## config.mk

```make
export PLATFORM = sky130hd
export DESIGN_NAME = button_bounce_gen
export DESIGN_NICKNAME = d
export VERILOG_FILES = /design/src/rtl/button_bounce_gen.sv
export SDC_FILE = /design/constraint.sdc
export NUM_CORES = 1
export LEC_CHECK = 0
export BUFFER_PORTS_ARGS = -buffer_cell sky130_fd_sc_hd__clkbuf_2
export CAP_MARGIN = 40
export CORE_UTILIZATION = 35
export DETAILED_ROUTE_END_ITERATION = 7
export GPL_ROUTABILITY_DRIVEN = 0
export GPL_TIMING_DRIVEN = 0
export PLACE_DENSITY = 0.49
export SLEW_MARGIN = 20
export SYNTH_ARGS = -nofsm -noshare
export SYNTH_HDL_FRONTEND = slang
export SYNTH_SLANG_ARGS = --single-unit
```

## constraint.sdc

```tcl
create_clock -name clk -period 4.92 [get_ports clk]
set_clock_uncertainty 0.05 [all_clocks]
set_input_delay 0.246 -clock clk [delete_from_list [all_inputs] [get_ports clk]]
set_output_delay 0.246 -clock clk [all_outputs]
set_load 0.02 [all_outputs]
```

## src/rtl/button_bounce_gen.sv

```systemverilog
// Turns a one-cycle press request into a bouncy press / hold / release button waveform.
// Bounce intervals come from a free-running 16-bit Galois LFSR.
module button_bounce_gen #(
    parameter int          BOUNCE_PAIRS = 3,
    parameter int          TOGGLE_W     = 8,
    parameter int          HOLD_W       = 22,
    parameter logic [15:0] SEED         = 16'hACE1
) (
    input  logic              clk,
    input  logic              reset,
    input  logic              press_req,
    input  logic [HOLD_W-1:0] hold_len,
    output logic              button_out,
    output logic              busy,
    output logic              done
);

    localparam logic [15:0] SEED_EFF = (SEED == 16'h0000) ? 16'hACE1 : SEED;
    localparam logic [15:0] TAPS     = 16'hB400;
    localparam int          TL_W     = (BOUNCE_PAIRS == 0) ? 1 : $clog2(2 * BOUNCE_PAIRS + 1);
    localparam logic [TL_W-1:0] TOGGLES = TL_W'(2 * BOUNCE_PAIRS);

    typedef enum logic [1:0] {IDLE, PRESS_BOUNCE, HOLD, RELEASE_BOUNCE} state_t;

    state_t              state, state_nxt;
    logic [15:0]         lfsr;
    logic [TOGGLE_W-1:0] tmr, tmr_nxt, interval;
    logic [TL_W-1:0]     tl, tl_nxt;
    logic [HOLD_W-1:0]   hold_lat, hold_lat_nxt, hold_cnt, hold_cnt_nxt, hold_eff;
    logic                btn_nxt, done_nxt, expire, last_toggle;

    function automatic logic [15:0] lfsr_step(input logic [15:0] v);
        return v[0] ? ((v >> 1) ^ TAPS) : (v >> 1);
    endfunction

    assign interval    = (lfsr[TOGGLE_W-1:0] == '0) ? TOGGLE_W'(1) : lfsr[TOGGLE_W-1:0];
    assign hold_eff    = (hold_len == '0) ? HOLD_W'(1) : hold_len;
    assign expire      = (tmr == TOGGLE_W'(1));
    assign last_toggle = (tl == TL_W'(1));
    assign busy        = (state != IDLE);

    always_comb begin
        state_nxt    = state;
        btn_nxt      = button_out;
        done_nxt     = 1'b0;
        tmr_nxt      = tmr;
        tl_nxt       = tl;
        hold_lat_nxt = hold_lat;
        hold_cnt_nxt = hold_cnt;
        case (state)
            IDLE: begin
                if (press_req) begin
                    hold_lat_nxt = hold_eff;
                    hold_cnt_nxt = hold_eff;
                    btn_nxt      = 1'b1;
                    tl_nxt       = TOGGLES;
                    tmr_nxt      = interval;
                    state_nxt    = (BOUNCE_PAIRS == 0) ? HOLD : PRESS_BOUNCE;
                end
            end
            PRESS_BOUNCE: begin
                if (expire) begin
                    btn_nxt = ~button_out;
                    tl_nxt  = tl - TL_W'(1);
                    tmr_nxt = interval;
                    // Hold is counted from the final rising bounce edge.
                    if (last_toggle) begin
                        state_nxt    = HOLD;
                        hold_cnt_nxt = hold_lat;
                    end
                end else begin
                    tmr_nxt = tmr - TOGGLE_W'(1);
                end
            end
            HOLD: begin
                if (hold_cnt == HOLD_W'(1)) begin
                    btn_nxt = 1'b0;
                    tl_nxt  = TOGGLES;
                    tmr_nxt = interval;
                    if (BOUNCE_PAIRS == 0) begin
                        done_nxt  = 1'b1;
                        state_nxt = IDLE;
                    end else begin
                        state_nxt = RELEASE_BOUNCE;
                    end
                end else begin
                    hold_cnt_nxt = hold_cnt - HOLD_W'(1);
                end
            end
            RELEASE_BOUNCE: begin
                if (expire) begin
                    btn_nxt = ~button_out;
                    tl_nxt  = tl - TL_W'(1);
                    tmr_nxt = interval;
                    if (last_toggle) begin
                        done_nxt  = 1'b1;
                        state_nxt = IDLE;
                    end
                end else begin
                    tmr_nxt = tmr - TOGGLE_W'(1);
                end
            end
            default: state_nxt = IDLE;
        endcase
    end

    always_ff @(posedge clk or posedge reset) begin
        if (reset) begin
            state      <= IDLE;
            button_out <= 1'b0;
            done       <= 1'b0;
            lfsr       <= SEED_EFF;
            tmr        <= '0;
            tl         <= '0;
            hold_lat   <= '0;
            hold_cnt   <= '0;
        end else begin
            state      <= state_nxt;
            button_out <= btn_nxt;
            done       <= done_nxt;
            lfsr       <= lfsr_step(lfsr);
            tmr        <= tmr_nxt;
            tl         <= tl_nxt;
            hold_lat   <= hold_lat_nxt;
            hold_cnt   <= hold_cnt_nxt;
        end
    end

endmodule

```

==> qor.yml, run 1 <==
job:
  cap_violations: 0
routing:
  routedLengthMet1_mm: 5.05
  remaining_drc_errors: 0
  drt-wirelength-per-cell_um: 18.5
  highest-signal-layer: "met4"
  total_detailed_routing_wirelength_mm: 10.9
  met3_wirelength_um: 420
  firstDrtPassIters: 4
  routed-wl-met2_mm: 5.28
  ant_nets: 0
  routed-via-count: 3251
  initialDrtViolationCount: 136
  avgViaCountPerCell: 5.53
place:
  placement.cell_area_um2: 4300
  port_buffers: 27
  dp.final_hpwl_mm: 7.49
  dp.cells: 570
global_routing:
  initial_antenna_violation_count: 0
  grt_pass1_vias: 3339
  grt_max_degree: 41
  track_usage_pct: 20.4
  grt_first_pass_wirelength_mm: 17.8
  grt_remaining_overflow: 0
setup_path:
  critPathBufInv: 1
  r2r_setup_slack_ns: 2.11
  cp_max_fo: 10
  kind_of_critical_path: "flop to flop"
  crit_path_cell_trace: "nor4_4 > nand3_1 > o211ai_1 > clkbuf_1 > nand2_1 > o31ai_1"
  critical_path_required_ns: 5.11
  setup.worst_path.end_class: "flop"
  cp_slowest_cell: "sky130_fd_sc_hd__o211ai_1"
  path_delay_family: "simple AND/OR/NAND/NOR gates"
  critical_path.startpoint_type: "flop"
  cp.arrival_ns: 3.00
  timing.critical_path.slowest_cell_delay_ns: 0.64
clock_tree:
  post_cts_hold_buffer_count: 1
  clkTransAtPathRegs_ns: 0.06
  cts.repair_timing.setup_buffer_count: 0
  cts_resized: 0
  ctsHtreeMaxLevel: 3
  clock_tree.buffer_depth: 2
  clk_root_buffer_cell: "sky130_fd_sc_hd__clkbuf_16"
  cts_buffers: 9
  tritoncts_clock_tree: "yes"
  worstSkewPairLatency_ns: 0.34
  clock-sinks: 75
yosys:
  postSynth.asyncResetShare_pct: 100
  synthTopCellsByArea: "sky130_fd_sc_hd__dfrtp_1 (42%), sky130_fd_sc_hd__mux2_2 (6.5%), sky130_fd_sc_hd__dfstp_2 (5.3%), sky130_fd_sc_hd__o21ai_0 (4.3%), sky130_fd_sc_hd__nor2_1 (3.5%)"
  postSynthCellCount: 402
  synth_flop_cell: "sky130_fd_sc_hd__dfrtp_1"
  netlist.area_leader.share_pct: 42.3
  synthesis_stage_register_bit_count: 75
  synth_cell_types: 50
  yosysWarnings: 0
  synth.yosys.seq_area_share_pct: 47.6
  synthMostInstantiatedCell: "sky130_fd_sc_hd__dfrtp_1"
  syn_nets: 438
  synth_enable_flop_cells: 0
  synth_area_per_cell_um2: 9.87
  post_synth_most_frequent_cells: "sky130_fd_sc_hd__dfrtp_1 (67), sky130_fd_sc_hd__nor2_1 (37), sky130_fd_sc_hd__nand2_1 (34), sky130_fd_sc_hd__o21ai_0 (34), sky130_fd_sc_hd__mux2_2 (23)"
  synthDominantAreaCellType: "sky130_fd_sc_hd__dfrtp_1"
  syn-cell-area_um2: 3970
final_layout:
  drive_above_1_share_pct: 19.4
  multi_input_gate_area_in_the_final_layout_um2: 1910
  antenna_diode_count: 0
  finalInstanceArea_um2: 4600
  final_cell_count_no_fill: 588
  final_net_count: 479
  p_r_area_growth_vs_syn_pct: 16.1
  fill_cells: 1105
  layout.area.seq_um2: 1890
hold_path:
  classification_of_the_worst_slack_hold_path: "input port to flop"
pwr:
  max-vdd-ir-drop_v: 0.000186
  power.density_nw_per_um2: 284
  leakage_power_of_the_design_nw: 2.07
sta:
  unrepaired_setup_endpoints_after_global_routing: "no"
  drv_slew: 0
  fmax_ghz: 0.356
  tightestPinTransition_ns: 0.784
  finalSetupViolations: 0
  final.min_clock_period_ns: 2.81
  hold_viol: 0
  timing.setup.tns_ns: 0
  final.period_utilization_pct: 57.0
  worst_slew_margin_relative_to_its_limit_pct: 47.7
floorplanning:
  core_area_um2: 10900
  fp-row-count: 38
  initial_core_util_pct: 36.3
  boundaryPins: 28
  die_height_um: 108
  die_area_um2: 11800
  die_width_um: 108
outcome:
  status: "finished, final reports clean"
==> cell type report <==
type,instances,share of cell area [%]
repair buffers,30,3.70
multi-input cells,285,41.5
clock inverters,7,1.41
flip-flops and latches,75,41.0
clock buffers,9,4.89
inverters,17,1.44
well taps,140,3.80
plain buffers,25,2.28
==> flip-flops by register name, summed over array words and instances, names as in the netlist <==
register    count
hold_cnt       22
hold_lat       22
lfsr           16
tmr             8
tl              3
state           2
button_out      1
done            1
==> cell usage in the layout (no fill, tap or decap), drive strengths merged, types with 12 or more instances in the layout <==
cell	n
clkbuf	55
nor2	38
a21oi	20
dfrtp	67
nor3	12
o21ai	34
mux2	23
o31ai	14
nand2	34
inv	22
nor4	15
==> metal layers <==
layer,vias to the layer above,track usage [%]
met4,0,7.05
met1,1627,26.4
li1,1548,-
met2,66,33.4
met5,-,0
met3,10,4.46
==> report_power, final <==
part / internal (W) / switching [W] / leakage, nW / total (W)
clock: 0.000355 / 0.000296 / 0.141 / 0.000651
combinational: 0.0000128 / 0.0000269 / 0.945 / 0.0000397
sequential: 0.000617 / 0 / 0.984 / 0.000617
==> stage by stage <==
stage                     hold slack [ns]  setup WS [ns]  utilization (%)  power, W
after floorplan                     0.281           2.64                -  0.000643
after global placement              0.287           1.69             39.1  0.000666
after detailed placement            0.262           2.11             39.3  0.000669
after CTS                           0.124           2.10             42.1   0.00133
after global routing                0.125           1.89             42.1   0.00136
final                               0.131           2.11             42.1   0.00131
==> path summary, 6_finish.rpt <==
check,start,endpoint,depth (start not counted)
max,hold_cnt[8],hold_cnt[12],6
min,hold_len[11],hold_lat[11],2
max reg2reg,hold_cnt[8],hold_cnt[12],6
min reg2reg,lfsr[9],lfsr[8],0
max in group asynchronous,reset,lfsr[6],4
min in group asynchronous,reset,hold_cnt[7],3
==> kinds of logic after synthesis <==
logic type | share of synthesized area, %
xor+xnor | 3.09
simple gates | 16.3
buf+inv | 4.26
fa+ha+maj | 3.47
compound gates | 17.5
mux | 7.79
flops | 47.6
Power figures use the tool's default switching activity.
==> inputs of run 2 (changes only) <==
--- a/config.mk
+++ b/config.mk
@@ -11,7 +11,7 @@
 export DETAILED_ROUTE_END_ITERATION = 7
 export GPL_ROUTABILITY_DRIVEN = 0
 export GPL_TIMING_DRIVEN = 0
-export PLACE_DENSITY = 0.49
+export PLACE_DENSITY = 0.51
 export SLEW_MARGIN = 20
 export SYNTH_ARGS = -nofsm -noshare
 export SYNTH_HDL_FRONTEND = slang
==> constraint.sdc (replaced) <==
create_clock -name clk -period 2.4 [get_ports clk]
set_clock_uncertainty 0.05 [all_clocks]
set_input_delay 0.12 -clock clk [delete_from_list [all_inputs] [get_ports clk]]
set_output_delay 0.12 -clock clk [all_outputs]
set_load 0.02 [all_outputs]
==> qor.yml, run 2 (synthesis gave the netlist of run 1 again) <==
job:
  cap_violations: 0  # unchanged
clock_tree:
  clock_tree.buffer_depth: 2  # unchanged
  ctsHtreeMaxLevel: 3  # unchanged
  tritoncts_clock_tree: "yes"
  cts_buffers: 9  # unchanged
  worstSkewPairLatency_ns: 0.34  # about the same
  clock-sinks: 75  # unchanged
  clkTransAtPathRegs_ns: 0.06  # about the same
  clk_root_buffer_cell: "sky130_fd_sc_hd__clkbuf_16"
routing:
  initialDrtViolationCount: 127  # -6.6%
  drt-wirelength-per-cell_um: 18.5  # about the same
  routed-via-count: 3349  # +3.0%
  total_detailed_routing_wirelength_mm: 11.2  # +2.5%
  avgViaCountPerCell: 5.55  # +0.45%
  ant_nets: 0  # unchanged
  firstDrtPassIters: 4  # unchanged
  remaining_drc_errors: 0  # unchanged
setup_path:
  r2r_setup_slack_ns: -0.001  # -2.12 ns
  ff2ff_path_depth: 9  # +3
  critical_path.reg2reg.startpoint: "tmr[1]"
  reg2reg_to: "hold_cnt[3]"
  critical_path.startpoint_type: "flop"
  setup.worst_path.end_class: "flop"
  cp.arrival_ns: 2.63  # -0.37 ns
  crit_path_end: "hold_cnt[3]"
  cp_slowest_cell: "sky130_fd_sc_hd__or4b_4"
  kind_of_critical_path: "flop to flop"
  startpoint: "tmr[1]"
  timing.critical_path.slowest_cell_delay_ns: 0.49  # -0.15 ns
  cp_max_fo: 7  # -3
  crit_path_cell_trace: "inv_2 > ha_4 > or4b_4 > o41ai_4 > o211ai_1 > buf_4 > buf_6 > a311oi_2 > a21o_1"
  critical_path_required_ns: 2.63  # -2.48 ns
global_routing:
  grt_pass1_vias: 3127  # -6.3%
  grt_remaining_overflow: 0  # unchanged
  grt_first_pass_wirelength_mm: 17.2  # -3.6%
  grt_max_degree: 49  # +20%
  track_usage_pct: 19.7  # -0.67 points
  initial_antenna_violation_count: 0  # unchanged
sta:
  unrepaired_setup_endpoints_after_global_routing: "yes"
  drv_slew: 0  # unchanged
  finalSetupViolations: 1  # +1
  final.setup.worst_slack_ns: -0.00118  # -2.12 ns
  worst_slew_margin_relative_to_its_limit_pct: 47.2  # -0.57 points
  fmax_ghz: 0.416  # +17%
  final.period_utilization_pct: 100  # +43 points
  final.min_clock_period_ns: 2.40  # -0.405 ns
  hold_viol: 0  # unchanged
  tightestPinTransition_ns: 0.793  # +0.00857 ns
  timing.setup.tns_ns: -0.00118  # -0.00118 ns
floorplanning:
  initial_core_util_pct: 36.3  # unchanged
  fp-row-count: 38  # unchanged
  core_area_um2: 10900  # unchanged
  boundaryPins: 28  # unchanged
  die_height_um: 108  # unchanged
  die_area_um2: 11800  # unchanged
  die_width_um: 108  # unchanged
place:
  dp.final_hpwl_mm: 7.46  # -0.34%
  port_buffers: 27  # unchanged
  place_worst_setup_slack_ns: -0.503  # -2.61 ns
  dp.cells: 570  # unchanged
outcome:
  status: "finished with violations"
  violations: "setup timing"
hold_path:
  min_from: "hold_len[10]"
  classification_of_the_worst_slack_hold_path: "input port to flop"
pwr:
  leakage_power_of_the_design_nw: 2.21  # +6.8%
  power.density_nw_per_um2: 561  # +98%
  design_power_total_w: 0.00280  # +110%
  max-vdd-ir-drop_v: 0.000520  # +180%
final_layout:
  final_cell_count_no_fill: 603  # +2.6%
  final_net_count: 494  # +3.1%
  biggestRegsByFlops: "hold_cnt (22), hold_lat (22), lfsr (16)"
  layout.cells.most_common_list: "sky130_fd_sc_hd__dfrtp_1 (63), sky130_fd_sc_hd__nor2_1 (36), sky130_fd_sc_hd__nand2_1 (32)"
  antenna_diode_count: 0  # unchanged
  layout.cells.most_common: "sky130_fd_sc_hd__dfrtp_1"
  p_r_area_growth_vs_syn_pct: 25.8
  drive_above_1_share_pct: 29.8  # +10 points
-- run 2: cell count changes in the layout (fill, tap and decap cells not counted), moves of 3 or more --
cell and change:
sky130_fd_sc_hd__clkinvlp_4 +3, sky130_fd_sc_hd__o31ai_2 +5, sky130_fd_sc_hd__o31ai_1 -7, sky130_fd_sc_hd__inv_6 -3, sky130_fd_sc_hd__o21ai_0 -5, sky130_fd_sc_hd__dfrtp_1 -4, sky130_fd_sc_hd__o21ai_1 +3, sky130_fd_sc_hd__clkbuf_2 +3
sky130_fd_sc_hd__dfrtp_2 +4, sky130_fd_sc_hd__buf_4 +17, sky130_fd_sc_hd__clkbuf_1 -7, sky130_fd_sc_hd__buf_6 +4
-- run 2: report_power, final --
group,leakage [nW],switching (W),internal (W),total [W]
combinational,1.09,0.0000577,0.0000276,0.0000852
sequential,0.978,0,0.00127,0.00127
clock,0.141,0.000542,0.000910,0.00145
total,2.21,0.000599,0.00220,0.00280
-- run 2: routing by layer --
metal | track usage, % | routed length [um] | vias to the layer above
met5 | 0 | 0 | -
met4 | 6.27 | 159 | 0
met3 | 3.80 | 492 | 13
met2 | 32.7 | 5570 | 74
met1 | 25.7 | 4960 | 1675
li1 | - | - | 1587
-- run 2: worst min path at each step --
stage	endpoint	slack [ns]	cells after the start
after detailed placement	lfsr[14]	0.07	2
after global placement	lfsr[11]	0.29	0
after floorplan	hold_lat[19]	0.22	1
after global routing	hold_lat[5]	0.01	2
final	hold_lat[10]	0.01	2
after CTS	hold_lat[2]	0.006	2
-- run 2: layout make-up --
| type | instances | area (um2) |
|---|---|---|
| Clock buffer | 10 | 229 |
| Fill cell | 1077 | 5940 |
| Sequential cell | 75 | 1890 |
| Timing Repair Buffer | 47 | 307 |
| Multi-Input combinational cell | 285 | 2100 |
| Inverter | 17 | 66.3 |
| Tap cell | 140 | 175 |
| Buffer | 23 | 130 |
| Clock inverter | 6 | 90.1 |
-- run 2: timing repair --
item,CTS,global route
setup buffers,5,12
gates cloned,1,0
hold endpoints to repair,23,0
resized for setup,12,59
pin swaps,4,8
endpoints found under the setup margin,34,33
hold buffers,1,0
-- run 2: stage by stage --
step / util, % / instance area (um2) / hold WS (ns)
floorplan: - / 3970 / 0.220
global placement: 39.1 / 4280 / 0.286
detailed placement: 39.4 / 4310 / 0.0737
CTS: 43.2 / 4730 / 0.00631
global route: 45.6 / 4990 / 0.0102
finish: 45.6 / 4990 / 0.0101
-- run 2: worst max-delay path, delay by kind of cell (launching register included) --
kind	cells	cell delay, ns
AND/OR/NAND/NOR	1	0.49
AO/OA/AOI/OAI	4	0.88
flip-flops	1	0.39
buffers and inverters	3	0.41
adder cells (fa/ha/maj)	1	0.11
